==> src/rtl/mvm_stream_core.sv <==
// mvm_stream_core: handshaked y = K*x engine, one MAC per cycle.
// K is loaded row-major (R*C elements), then x (C elements). Each output row
// is computed in C accumulate cycles plus one cycle that registers the result.
// reuse_k, sampled on the last output handshake, keeps K and streams a new x.
// Optional feature macro: MVM_SAT_EN clamps the result to the W_Y_OUT range
// when W_Y_OUT < W_ACC. Without the macro the result wraps.
module mvm_stream_core #(
  parameter int R       = 2,
  parameter int C       = 2,
  parameter int W_X     = 4,
  parameter int W_K     = 4,
  parameter int W_Y_OUT = 8,
  localparam int W_S    = (W_X > W_K) ? W_X : W_K,
  localparam int W_ACC  = W_X + W_K + ((C > 1) ? $clog2(C) : 1)
) (
  input  logic               clk,
  input  logic               rst,
  input  logic [W_S-1:0]     s_data,
  input  logic               s_valid,
  output logic               s_ready,
  input  logic               reuse_k,
  output logic [W_Y_OUT-1:0] m_data,
  output logic               m_valid,
  input  logic               m_ready,
  output logic               m_last
);

  localparam int N_K  = R * C;
  localparam int KI_W = (N_K > 1) ? $clog2(N_K) : 1;
  localparam int XI_W = (C > 1) ? $clog2(C) : 1;
  localparam int RI_W = (R > 1) ? $clog2(R) : 1;
  localparam int CI_W = $clog2(C + 1);

  typedef enum logic [1:0] {
    LOAD_K  = 2'd0,
    LOAD_X  = 2'd1,
    COMPUTE = 2'd2,
    OUT     = 2'd3
  } state_t;

  state_t state, state_nxt;

  logic [KI_W-1:0] k_idx;
  logic [XI_W-1:0] x_idx;
  logic [RI_W-1:0] r_idx;
  logic [CI_W-1:0] c_cnt;

  logic signed [W_K-1:0] k_mem [N_K];
  logic signed [W_X-1:0] x_mem [C];

  logic signed [W_ACC-1:0] acc;
  logic signed [W_ACC-1:0] k_ext;
  logic signed [W_ACC-1:0] x_ext;
  logic signed [W_ACC-1:0] term;
  logic [KI_W-1:0]         k_addr;
  logic [W_Y_OUT-1:0]      y_conv;

  logic k_last_in;
  logic x_last_in;
  logic c_done;
  logic r_last;
  logic s_hs;
  logic m_hs;

  assign k_last_in = (k_idx == KI_W'(N_K - 1));
  assign x_last_in = (x_idx == XI_W'(C - 1));
  assign c_done    = (c_cnt == CI_W'(C));
  assign r_last    = (r_idx == RI_W'(R - 1));
  assign s_hs      = s_valid && s_ready;
  assign m_hs      = m_valid && m_ready;

  // Input acceptance depends only on the state; held off while in reset.
  assign s_ready = !rst && ((state == LOAD_K) || (state == LOAD_X));

  // State register.
  // NOTE: sequential state is assigned with non-blocking (<=) so every flop
  // samples the pre-edge values of the others, independent of block order.
  always_ff @(posedge clk) begin
    if (rst) state <= LOAD_K;
    else     state <= state_nxt;
  end

  // Next-state decode.
  // NOTE: state_nxt gets a default before the case so no path leaves it
  // unassigned, which would otherwise infer a latch.
  always_comb begin
    state_nxt = state;
    case (state)
      LOAD_K:  if (s_valid && k_last_in) state_nxt = LOAD_X;
      LOAD_X:  if (s_valid && x_last_in) state_nxt = COMPUTE;
      COMPUTE: if (c_done)               state_nxt = OUT;
      OUT: begin
        if (m_ready) begin
          if (!r_last)      state_nxt = COMPUTE;
          else if (reuse_k) state_nxt = LOAD_X;
          else              state_nxt = LOAD_K;
        end
      end
      default: state_nxt = LOAD_K;
    endcase
  end

  // Store accepted K and x elements.
  // NOTE: the element stores have no reset; they are always fully rewritten
  // before use, and leaving reset off lets them map onto plain RAM/regfiles.
  always_ff @(posedge clk) begin
    if (s_hs && (state == LOAD_K)) k_mem[k_idx] <= s_data[W_K-1:0];
    if (s_hs && (state == LOAD_X)) x_mem[x_idx] <= s_data[W_X-1:0];
  end

  // One product term per cycle, sign-extended to full accumulator precision.
  always_comb begin
    k_addr = KI_W'(int'(r_idx) * C + int'(c_cnt));
    k_ext  = W_ACC'(k_mem[k_addr]);
    x_ext  = W_ACC'(x_mem[XI_W'(c_cnt)]);
    term   = k_ext * x_ext;
  end

  // Narrow the accumulator to the output width.
  generate
    if (W_Y_OUT >= W_ACC) begin : g_sext
      always_comb y_conv = W_Y_OUT'(acc);
    end else begin : g_narrow
`ifdef MVM_SAT_EN
      localparam logic signed [W_ACC-1:0] Y_MAX =
        (W_ACC'(1) <<< (W_Y_OUT - 1)) - W_ACC'(1);
      localparam logic signed [W_ACC-1:0] Y_MIN = ~Y_MAX;
      // Clamp to the signed output range.
      always_comb begin
        if (acc > Y_MAX)      y_conv = Y_MAX[W_Y_OUT-1:0];
        else if (acc < Y_MIN) y_conv = Y_MIN[W_Y_OUT-1:0];
        else                  y_conv = acc[W_Y_OUT-1:0];
      end
`else
      // Keep the low bits (two's complement wrap).
      always_comb y_conv = acc[W_Y_OUT-1:0];
`endif
    end
  endgenerate

  // Indices, accumulator and registered output.
  always_ff @(posedge clk) begin
    if (rst) begin
      k_idx   <= '0;
      x_idx   <= '0;
      r_idx   <= '0;
      c_cnt   <= '0;
      acc     <= '0;
      m_data  <= '0;
      m_valid <= 1'b0;
      m_last  <= 1'b0;
    end else begin
      case (state)
        LOAD_K: begin
          if (s_valid) k_idx <= k_last_in ? '0 : k_idx + 1'b1;
        end
        LOAD_X: begin
          if (s_valid) begin
            x_idx <= x_last_in ? '0 : x_idx + 1'b1;
            if (x_last_in) begin
              r_idx <= '0;
              c_cnt <= '0;
              acc   <= '0;
            end
          end
        end
        COMPUTE: begin
          if (!c_done) begin
            acc   <= acc + term;
            c_cnt <= c_cnt + 1'b1;
          end else begin
            m_data  <= y_conv;
            m_valid <= 1'b1;
            m_last  <= r_last;
          end
        end
        OUT: begin
          if (m_hs) begin
            m_valid <= 1'b0;
            m_last  <= 1'b0;
            c_cnt   <= '0;
            acc     <= '0;
            r_idx   <= r_last ? '0 : r_idx + 1'b1;
          end
        end
        default: ;
      endcase
    end
  end

endmodule

==> config.mk <==
export PLATFORM = sky130hd
export DESIGN_NAME = mvm_stream_core
export DESIGN_NICKNAME = d
export VERILOG_FILES = /design/src/rtl/mvm_stream_core.sv
export SDC_FILE = /design/constraint.sdc
export NUM_CORES = 1
export LEC_CHECK = 0
export CORE_MARGIN = 3
export CORE_UTILIZATION = 55
export DETAILED_ROUTE_END_ITERATION = 7
export HOLD_SLACK_MARGIN = 0.03
export PLACE_DENSITY = 0.72
export SLEW_MARGIN = 20
export SYNTH_ARGS = -nofsm -noshare
export SYNTH_HDL_FRONTEND = slang
export SYNTH_SLANG_ARGS = --single-unit
==> constraint.sdc <==
create_clock -name clk -period 8.9 [get_ports clk]
set_clock_uncertainty 0.05 [all_clocks]
set_input_delay 2.225 -clock clk [delete_from_list [all_inputs] [get_ports clk]]
set_output_delay 2.225 -clock clk [all_outputs]
set_load 0.005 [all_outputs]
## Word level (Yosys, flattened, before mapping)

Memory sizes are Yosys's and may differ from the RTL's. A register that Yosys moved wholly into a read port is not among the register bits.
Index checks and enable logic that the tools add are counted.

- Bits in writable memories: 24
- Output and inout port bits: 11
- Memories kept: 2
- Flip-flop bits (word level): 27

- Mux-type cells: 35
- $add $sub $neg: 6
- Equality and inequality tests: 13
- Multiply operators: 1
- Reductions and logical operators: 20

Memories:

| name | words | width | read ports | clocked after memory_dff | wr ports | line | source |
|---|---|---|---|---|---|---|---|
| k_mem | 4 | 4 | 1 | 0 | 1 | 48 | `logic signed [W_K-1:0] k_mem [N_K];` |
| x_mem | 2 | 4 | 1 | 1 | 1 | 49 | `logic signed [W_X-1:0] x_mem [C];` |

Operators by type and width:

| operator | number |
|---|---|
| $mux W9 | 4 |
| $pmux W9 S3 | 1 |
| $mux W2 | 10 |
| $ne A2 B2 Y1 const B | 8 |
| $mux W1 | 15 |
| $add A9 B8 Y9 | 1 |
| $eq A2 B2 Y1 const B | 4 |
| $mul A4 B4 Y8 | 1 |
| $pmux W2 S4 | 1 |
| $reduce_and A4 Y1 | 2 |
| $logic_and A1 B1 Y1 | 7 |
| $pmux W1 S2 | 3 |
| $pmux W2 S3 | 1 |
| $reduce_and A2 Y1 | 3 |
| $reduce_and A5 Y1 | 1 |
| $add A2 B1 Y2 const B | 2 |
| $reduce_bool A2 Y1 | 2 |
| $reduce_and A3 Y1 | 1 |
| $reduce_bool A3 Y1 | 1 |
| $add A1 B1 Y1 const B | 2 |
| $add A2 B2 Y2 | 1 |
| $eq A2 B1 Y1 const B | 1 |
| $logic_not A2 Y1 | 1 |
| $logic_not A1 Y1 | 1 |
| $logic_or A1 B1 Y1 | 1 |

## Logic depth before layout (Yosys ltp)

Gate-level depths: netlist of run 1.

- Word-level depth: 7
- Gate-level depth with buffers: 16
- Gate-level depth less buffers: 15

## Worst setup path before layout of run 1

OpenSTA, ideal clock, no wires.

- Kind: input-to-output
- From: input rst
- To: output s_ready
- Cell stages on the path: 2
- Path buffers: 1
- Setup slack: 4,071 ps
- Required time: 6,625 ps
- Arrival time: 2,554 ps
- Cells stage by stage: clkbuf_1 -> nor2_1

- Word-level cells in the longest chain between the ends: 2

RTL lines:

| item | line | source |
|---|---|---|
| start: declaration | 17 | `input logic rst,` |
| $logic_not A1 Y1 | 73 | `assign s_ready = !rst && ((state == LOAD_K) \|\| (state == LOAD_X));` |
| $logic_and A1 B1 Y1 | 73 |  |
| end: declaration | 20 | `output logic s_ready,` |

No other way between the ends.

## Final worst setup path of run 1

Same ends and word-level chain as after synthesis.

==> metrics.log, run 1 <==
[metrics] most used standard cell by instance count after synthesis: sky130_fd_sc_hd__inv_1
[metrics] Starting Density: 0.594
[metrics] worst vdd rail ir drop: 0.108 mV
[metrics] start-to-end type of the worst setup path: in -> out
[metrics] internal power of the cells: 324 uW
[metrics] setup fix buffers added after clock tree synthesis: 0
[metrics] Total Routing Usage GR: 0.166
[metrics] via count: 1826
[metrics] critical path capture point type: primary output
[metrics] top flip-flop cell by instance count after synthesis: sky130_fd_sc_hd__dfxtp_1
[metrics] Syn Nets: 310
[metrics] Data arrival, critical path: 3.51 ns
[metrics] final WL: 4610 um
[metrics] Clock Pin Slew Worst Setup and Hold Paths: 0.09 ns
[metrics] hold-fix buffers at CTS: 0
[metrics] tightest slew margin relative to the limit: 0.344
[metrics] pin count of the biggest net entering global routing: 32
[metrics] top-level port count: 20
[metrics] part of the total power dissipated in combinational logic: 0.102
[metrics] clock tree from TritonCTS: done
[metrics] core area: 4910 um2
[metrics] Area Growth Syn to Fin: 9.69%
[metrics] Setup Total Neg Slack: 0 ns
[metrics] number of nets in the layout: 325
[metrics] row cnt: 25
[metrics] power density over the cells: 132 nW/um2
[metrics] DRC violations left: 0
[metrics] starting DRC count in detailed routing: 100
[metrics] synthesized cell area: 2920 um2
[metrics] run status: finished, final reports clean
[metrics] part of the power in the clock network: 0.310
[metrics] last weighted congestion value of the routability-driven placer: 0.794
[metrics] data required time at the worst endpoint: 6.63 ns
[metrics] startpoint class of the critical path: input pin
[metrics] Leak: 1.24 nW
[metrics] number of library cell types mapped by synthesis: 41
[metrics] number of iterations in the first detailed-routing pass: 6
[metrics] quantity of I/O buffers inserted on ports: 19
[metrics] via density per instance: 5.23
[metrics] worst path cell trace: clkdlybuf4s50_1 > buf_4 > nor2_1 > clkdlybuf4s50_1
[metrics] number of clock buffers inserted by TritonCTS: 5
[metrics] Clk Latency, worst-skew pair: 0.30 ns
[metrics] flop and latch count out of synthesis: 51
[metrics] post-route minimum period: 5.78 ns
[metrics] Fin Hold WS: 0.408 ns
[metrics] ranking of synthesized cells by instance count: sky130_fd_sc_hd__inv_1 (30), sky130_fd_sc_hd__dfxtp_1 (27), sky130_fd_sc_hd__nand2_1 (26), sky130_fd_sc_hd__edfxtp_1 (24)
[metrics] area leader, netlist: sky130_fd_sc_hd__edfxtp_1
[metrics] slew of the pin with the lowest slew margin: 0.982 ns
[metrics] number of antenna violations at the first check in global routing: 0
[metrics] EDFF count, synth: 24
[metrics] final max-slew violation count: 0
[metrics] clock tree root driver cell: sky130_fd_sc_hd__clkbuf_8
[metrics] largest fanout of any net on the critical path: 31
[metrics] cell count after synthesis: 266
[metrics] number of sinks driven by the clock tree: 51
[metrics] Seq/Total Area, Yosys: 0.432
[metrics] fmax: 0.173 GHz
[metrics] Final setup violation count: 0
[metrics] DIE AREA: 6210 um2
[metrics] fraction of layout instances using a drive strength above 1: 0.0567
[metrics] largest cells by area after synthesis: sky130_fd_sc_hd__edfxtp_1 (25%), sky130_fd_sc_hd__dfxtp_1 (19%), sky130_fd_sc_hd__fa_1 (9.6%)
[metrics] cell mode on critical path: sky130_fd_sc_hd__clkdlybuf4s50_1
[metrics] maximum root-to-sink buffer count: 2
[metrics] class of the tightest hold or removal check: reg -> reg
[metrics] Synth Warn #: 0
[metrics] share of the clock period used by the worst path: 0.650
[metrics] vias in the first global route: 1863
[metrics] RSZ-0062 raised after global routing: false
[metrics] sum of overflow across all layers after global routing: 0
[metrics] average cell area after synthesis: 11.0 um2
[metrics] htree depth: 2
[metrics] peak per-stage delay on the critical path: 0.46 ns
[metrics] Switching Power: 99.2 uW
[metrics] die span in y: 78.8 um
[metrics] post-detail-place hpwl: 3610 um
[metrics] first-pass GRT wire length: 8160 um
[metrics] switching share of power: 0.234
[metrics] Antenna Cells: 0
[metrics] cell with the largest stage delay on the worst path: sky130_fd_sc_hd__clkdlybuf4s50_1
[metrics] count of antenna-violating nets left after detailed routing: 0
[metrics] async set-or-reset flop fraction in the synthesized netlist: 0
[metrics] die width: 78.8 um
[metrics] Seq pwr share: 0.588
[metrics] share of the synthesized area in the top cell type: 0.247
[metrics] post-cts resize count: 0
[metrics] maxcap violations: 0
[metrics] Final Hold Vio Count: 0
[metrics] routed length per placed instance: 13.2 um
## worst max-delay path: cells and delay by family
| family | cells | cell delay [ns] |
|---|---|---|
| buffers and inverters | 3 | 1.21 |
| and+or+nand+nor | 1 | 0.07 |
## registers in the layout, summed over array words and instances, names as in the netlist, named ones only
signal,flops
state,2
c_cnt,2
x_idx,1
m_last,1
k_idx,2
acc,8
x_mem,8
r_idx,1
m_valid,1
k_mem,16
m_data,8
## cells in the final DEF (no fill, tap or decap), types with 3 or more instances in the layout
cell	count
sky130_fd_sc_hd__mux4_1	3
sky130_fd_sc_hd__xor2_1	3
sky130_fd_sc_hd__nand3_1	3
sky130_fd_sc_hd__edfxtp_1	24
sky130_fd_sc_hd__and2_1	4
sky130_fd_sc_hd__nand2b_1	4
sky130_fd_sc_hd__ha_1	21
sky130_fd_sc_hd__dfxtp_1	27
sky130_fd_sc_hd__nor2_1	21
sky130_fd_sc_hd__a22oi_1	8
sky130_fd_sc_hd__xnor2_1	6
sky130_fd_sc_hd__inv_1	30
sky130_fd_sc_hd__a21oi_1	16
sky130_fd_sc_hd__clkbuf_8	5
sky130_fd_sc_hd__clkdlybuf4s50_1	19
sky130_fd_sc_hd__nand2_1	26
sky130_fd_sc_hd__fa_1	14
sky130_fd_sc_hd__nor2b_1	8
sky130_fd_sc_hd__o21ai_0	5
sky130_fd_sc_hd__mux2i_1	8
## layer usage
layer / track usage / share of wire / vias to the layer above
met5: 0 / 0 / -
met4: 0.0533 / 0.014 / 0
met3: 0.0317 / 0.028 / 6
met2: 0.296 / 0.52 / 27
met1: 0.203 / 0.44 / 869
li1: - / - / 924
## logic make-up after synthesis
group                    after synthesis  share of synthesized area
adder cells (fa/ha/maj)               35                      0.186
flip-flops                            51                      0.432
XOR/XNOR                              11                     0.0403
AO/OA/AOI/OAI                         38                     0.0845
buffers and inverters                 42                     0.0695
multiplexers                          12                     0.0596
AND/OR/NAND/NOR                       77                      0.128
## cell type report
| cell class | instances | area, um2 |
|---|---|---|
| flip-flops and latches | 51 | 1260 |
| clock inverters | 3 | 22.5 |
| multi-input cells | 173 | 1450 |
| inverters | 30 | 113 |
| well taps | 67 | 83.8 |
| clock buffers | 5 | 68.8 |
| repair buffers | 20 | 198 |
| fillers | 416 | 1710 |
## metrics by stage
| stage | power, mW | area, um2 | cells | setup WS [ns] | util |
|---|---|---|---|---|---|
| 3_3_place_gp | 0.297 | 3110 | 341 | 3.11 | 0.633 |
| 6_report | 0.424 | 3200 | 349 | 3.12 | 0.652 |
| 4_1_cts | 0.429 | 3200 | 349 | 3.11 | 0.652 |
| 5_1_grt | 0.444 | 3200 | 349 | 3.03 | 0.652 |
| 2_1_floorplan | 0.286 | 2920 | 266 | 4.07 | - |
| 3_5_place_dp | 0.298 | 3110 | 341 | 3.12 | 0.633 |
## power groups by stage
stage / Combinational [mW] / Sequential [mW] / Clock [mW]
after global routing: 0.0501 / 0.249 / 0.144
after CTS: 0.0442 / 0.249 / 0.136
after detailed placement: 0.0437 / 0.254 / 0
final: 0.0432 / 0.249 / 0.131
after floorplan: 0.0320 / 0.254 / 0
after global placement: 0.0425 / 0.254 / 0
## worst paths after layout
path	to	depth (start not counted)	start	slack [ns]
setup / recovery	s_ready	4	rst	3.12
hold / removal	m_data[5]	2	m_data[5]	0.41
setup reg to reg	acc[7]	13	r_idx	4.42
hold reg to reg	m_data[5]	2	m_data[5]	0.41
Note: power is estimated with default switching activity, not from simulation.
==> run 2: changes to the inputs <==
==> constraint.sdc (replaced) <==
create_clock -name clk -period 5.4 [get_ports clk]
set_clock_uncertainty 0.05 [all_clocks]
set_input_delay 1.35 -clock clk [delete_from_list [all_inputs] [get_ports clk]]
set_output_delay 1.35 -clock clk [all_outputs]
set_load 0.005 [all_outputs]
==> metrics.log, run 2 (synthesized netlist as in run 1, its figures left out) <==
[metrics] sum of overflow across all layers after global routing: 0
[metrics] top-level port count: 20
[metrics] number of sinks driven by the clock tree: 51
[metrics] core area: 4910 um2
[metrics] Final setup violation count: 0
[metrics] tightest slew margin relative to the limit: 0.359
[metrics] Leak: 1.26 nW
[metrics] final WL: 4850 um
[metrics] maxcap violations: 0
[metrics] fmax: 0.228 GHz
[metrics] via density per instance: 5.32
[metrics] routed length per placed instance: 13.9 um
[metrics] share of the clock period used by the worst path: 0.811
[metrics] pin count of the biggest net entering global routing: 30
[metrics] maximum root-to-sink buffer count: 2
[metrics] Clk Latency, worst-skew pair: 0.30 ns
[metrics] data required time at the worst endpoint: 5.58 ns
[metrics] Most flops, register: k_mem
[metrics] row cnt: 25
[metrics] clock tree from TritonCTS: done
[metrics] Fin Hold WS: 0.407 ns
[metrics] quantity of I/O buffers inserted on ports: 19
[metrics] Starting Density: 0.594
[metrics] die span in y: 78.8 um
[metrics] power density over the cells: 234 nW/um2
[metrics] flip-flop count of the largest register, all copies and words added: 16
[metrics] hold-fix buffers at CTS: 0
[metrics] switching share of power: 0.228
[metrics] first-pass GRT wire length: 8650 um
[metrics] Switching Power: 172 uW
[metrics] Seq pwr share: 0.545
[metrics] Total Routing Usage GR: 0.180
[metrics] start-to-end type of the worst setup path: reg -> reg
[metrics] final max-slew violation count: 0
[metrics] Antenna Cells: 0
[metrics] die width: 78.8 um
[metrics] Data arrival, critical path: 4.56 ns
[metrics] commonest cells after routing, fill and taps aside: sky130_fd_sc_hd__inv_1 (30), sky130_fd_sc_hd__dfxtp_1 (27), sky130_fd_sc_hd__nand2_1 (26)
[metrics] slew of the pin with the lowest slew margin: 0.960 ns
[metrics] vias in the first global route: 1904
[metrics] fraction of layout instances using a drive strength above 1: 0.0567
[metrics] core occupancy in the finished layout: 0.657
[metrics] part of the power in the clock network: 0.359
[metrics] number of antenna violations at the first check in global routing: 0
[metrics] count of antenna-violating nets left after detailed routing: 0
[metrics] htree depth: 2
[metrics] Clock Pin Slew Worst Setup and Hold Paths: 0.10 ns
[metrics] post-route minimum period: 4.38 ns
[metrics] startpoint class of the critical path: register
[metrics] part of the total power dissipated in combinational logic: 0.096
[metrics] starting DRC count in detailed routing: 65
[metrics] Area Growth Syn to Fin: 10.5%
[metrics] post-detail-place hpwl: 3790 um
[metrics] Setup Total Neg Slack: 0 ns
[metrics] RSZ-0062 raised after global routing: false
[metrics] clock tree root driver cell: sky130_fd_sc_hd__clkbuf_8
[metrics] most common cell after layout, fill and taps aside: sky130_fd_sc_hd__inv_1
[metrics] largest fanout of any net on the critical path: 6
[metrics] post-cts resize count: 0
[metrics] internal power of the cells: 582 uW
[metrics] via count: 1856
[metrics] DRC violations left: 0
[metrics] setup fix buffers added after clock tree synthesis: 0
[metrics] number of nets in the layout: 325
[metrics] last weighted congestion value of the routability-driven placer: 0.821
[metrics] Final Hold Vio Count: 0
[metrics] critical path capture point type: register
[metrics] worst vdd rail ir drop: 0.215 mV
[metrics] number of iterations in the first detailed-routing pass: 4
[metrics] number of clock buffers inserted by TritonCTS: 5
[metrics] run status: finished, final reports clean
[metrics] DIE AREA: 6210 um2
[metrics] class of the tightest hold or removal check: reg -> reg
-- run 2: final timing paths --
path | start | to | slack [ns] | depth (start not counted)
worst max-delay path | c_cnt[0] | acc[7] | 1.02 | 12
worst min-delay path | m_data[3] | m_data[3] | 0.41 | 2
worst max register to register | c_cnt[0] | acc[7] | 1.02 | 12
worst min register to register | m_data[3] | m_data[3] | 0.41 | 2
-- run 2: critical path, stage by stage (launching register included) --
cell,delay [ns]
sky130_fd_sc_hd__dfxtp_1,0.50
sky130_fd_sc_hd__mux4_1,0.64
sky130_fd_sc_hd__or2_2,0.31
sky130_fd_sc_hd__fa_1,0.51
sky130_fd_sc_hd__fa_1,0.52
sky130_fd_sc_hd__fa_1,0.54
sky130_fd_sc_hd__inv_1,0.07
sky130_fd_sc_hd__ha_1,0.29
sky130_fd_sc_hd__a21o_1,0.15
sky130_fd_sc_hd__a21oi_1,0.20
sky130_fd_sc_hd__o21ai_0,0.15
sky130_fd_sc_hd__xnor3_1,0.20
sky130_fd_sc_hd__o31ai_2,0.17
-- run 2: power by group through the flow --
stage	combinational, mW	clock (mW)	sequential (mW)
2_1_floorplan	0.0528	0	0.418
3_3_place_gp	0.0709	0	0.420
3_5_place_dp	0.0738	0	0.419
4_1_cts	0.0738	0.277	0.411
5_1_grt	0.0844	0.292	0.411
6_report	0.0722	0.271	0.410
-- run 2: layout make-up --
type                            instances  area [um2]
Clock buffer                            5        68.8
Clock inverter                          3        47.5
Fill cell                             407        1690
Inverter                               30         113
Multi-Input combinational cell        173        1450
Sequential cell                        51        1260
Tap cell                               67        83.8
Timing Repair Buffer                   20         198
-- run 2: layer usage --
layer | up-vias | share of wire | GRT usage
li1 | 927 | - | -
met1 | 890 | 0.44 | 0.221
met2 | 27 | 0.50 | 0.302
met3 | 12 | 0.034 | 0.0397
met4 | 0 | 0.028 | 0.0842
met5 | - | 0 | 0
-- run 2: per-stage QoR --
stage	total power, mW	instances	setup slack (ns)	cell area (um2)
6_report	0.754	349	1.02	3230
5_1_grt	0.787	349	0.686	3230
2_1_floorplan	0.471	266	1.29	2920
3_3_place_gp	0.490	341	1.16	3110
4_1_cts	0.762	349	0.981	3230
3_5_place_dp	0.493	341	0.978	3110
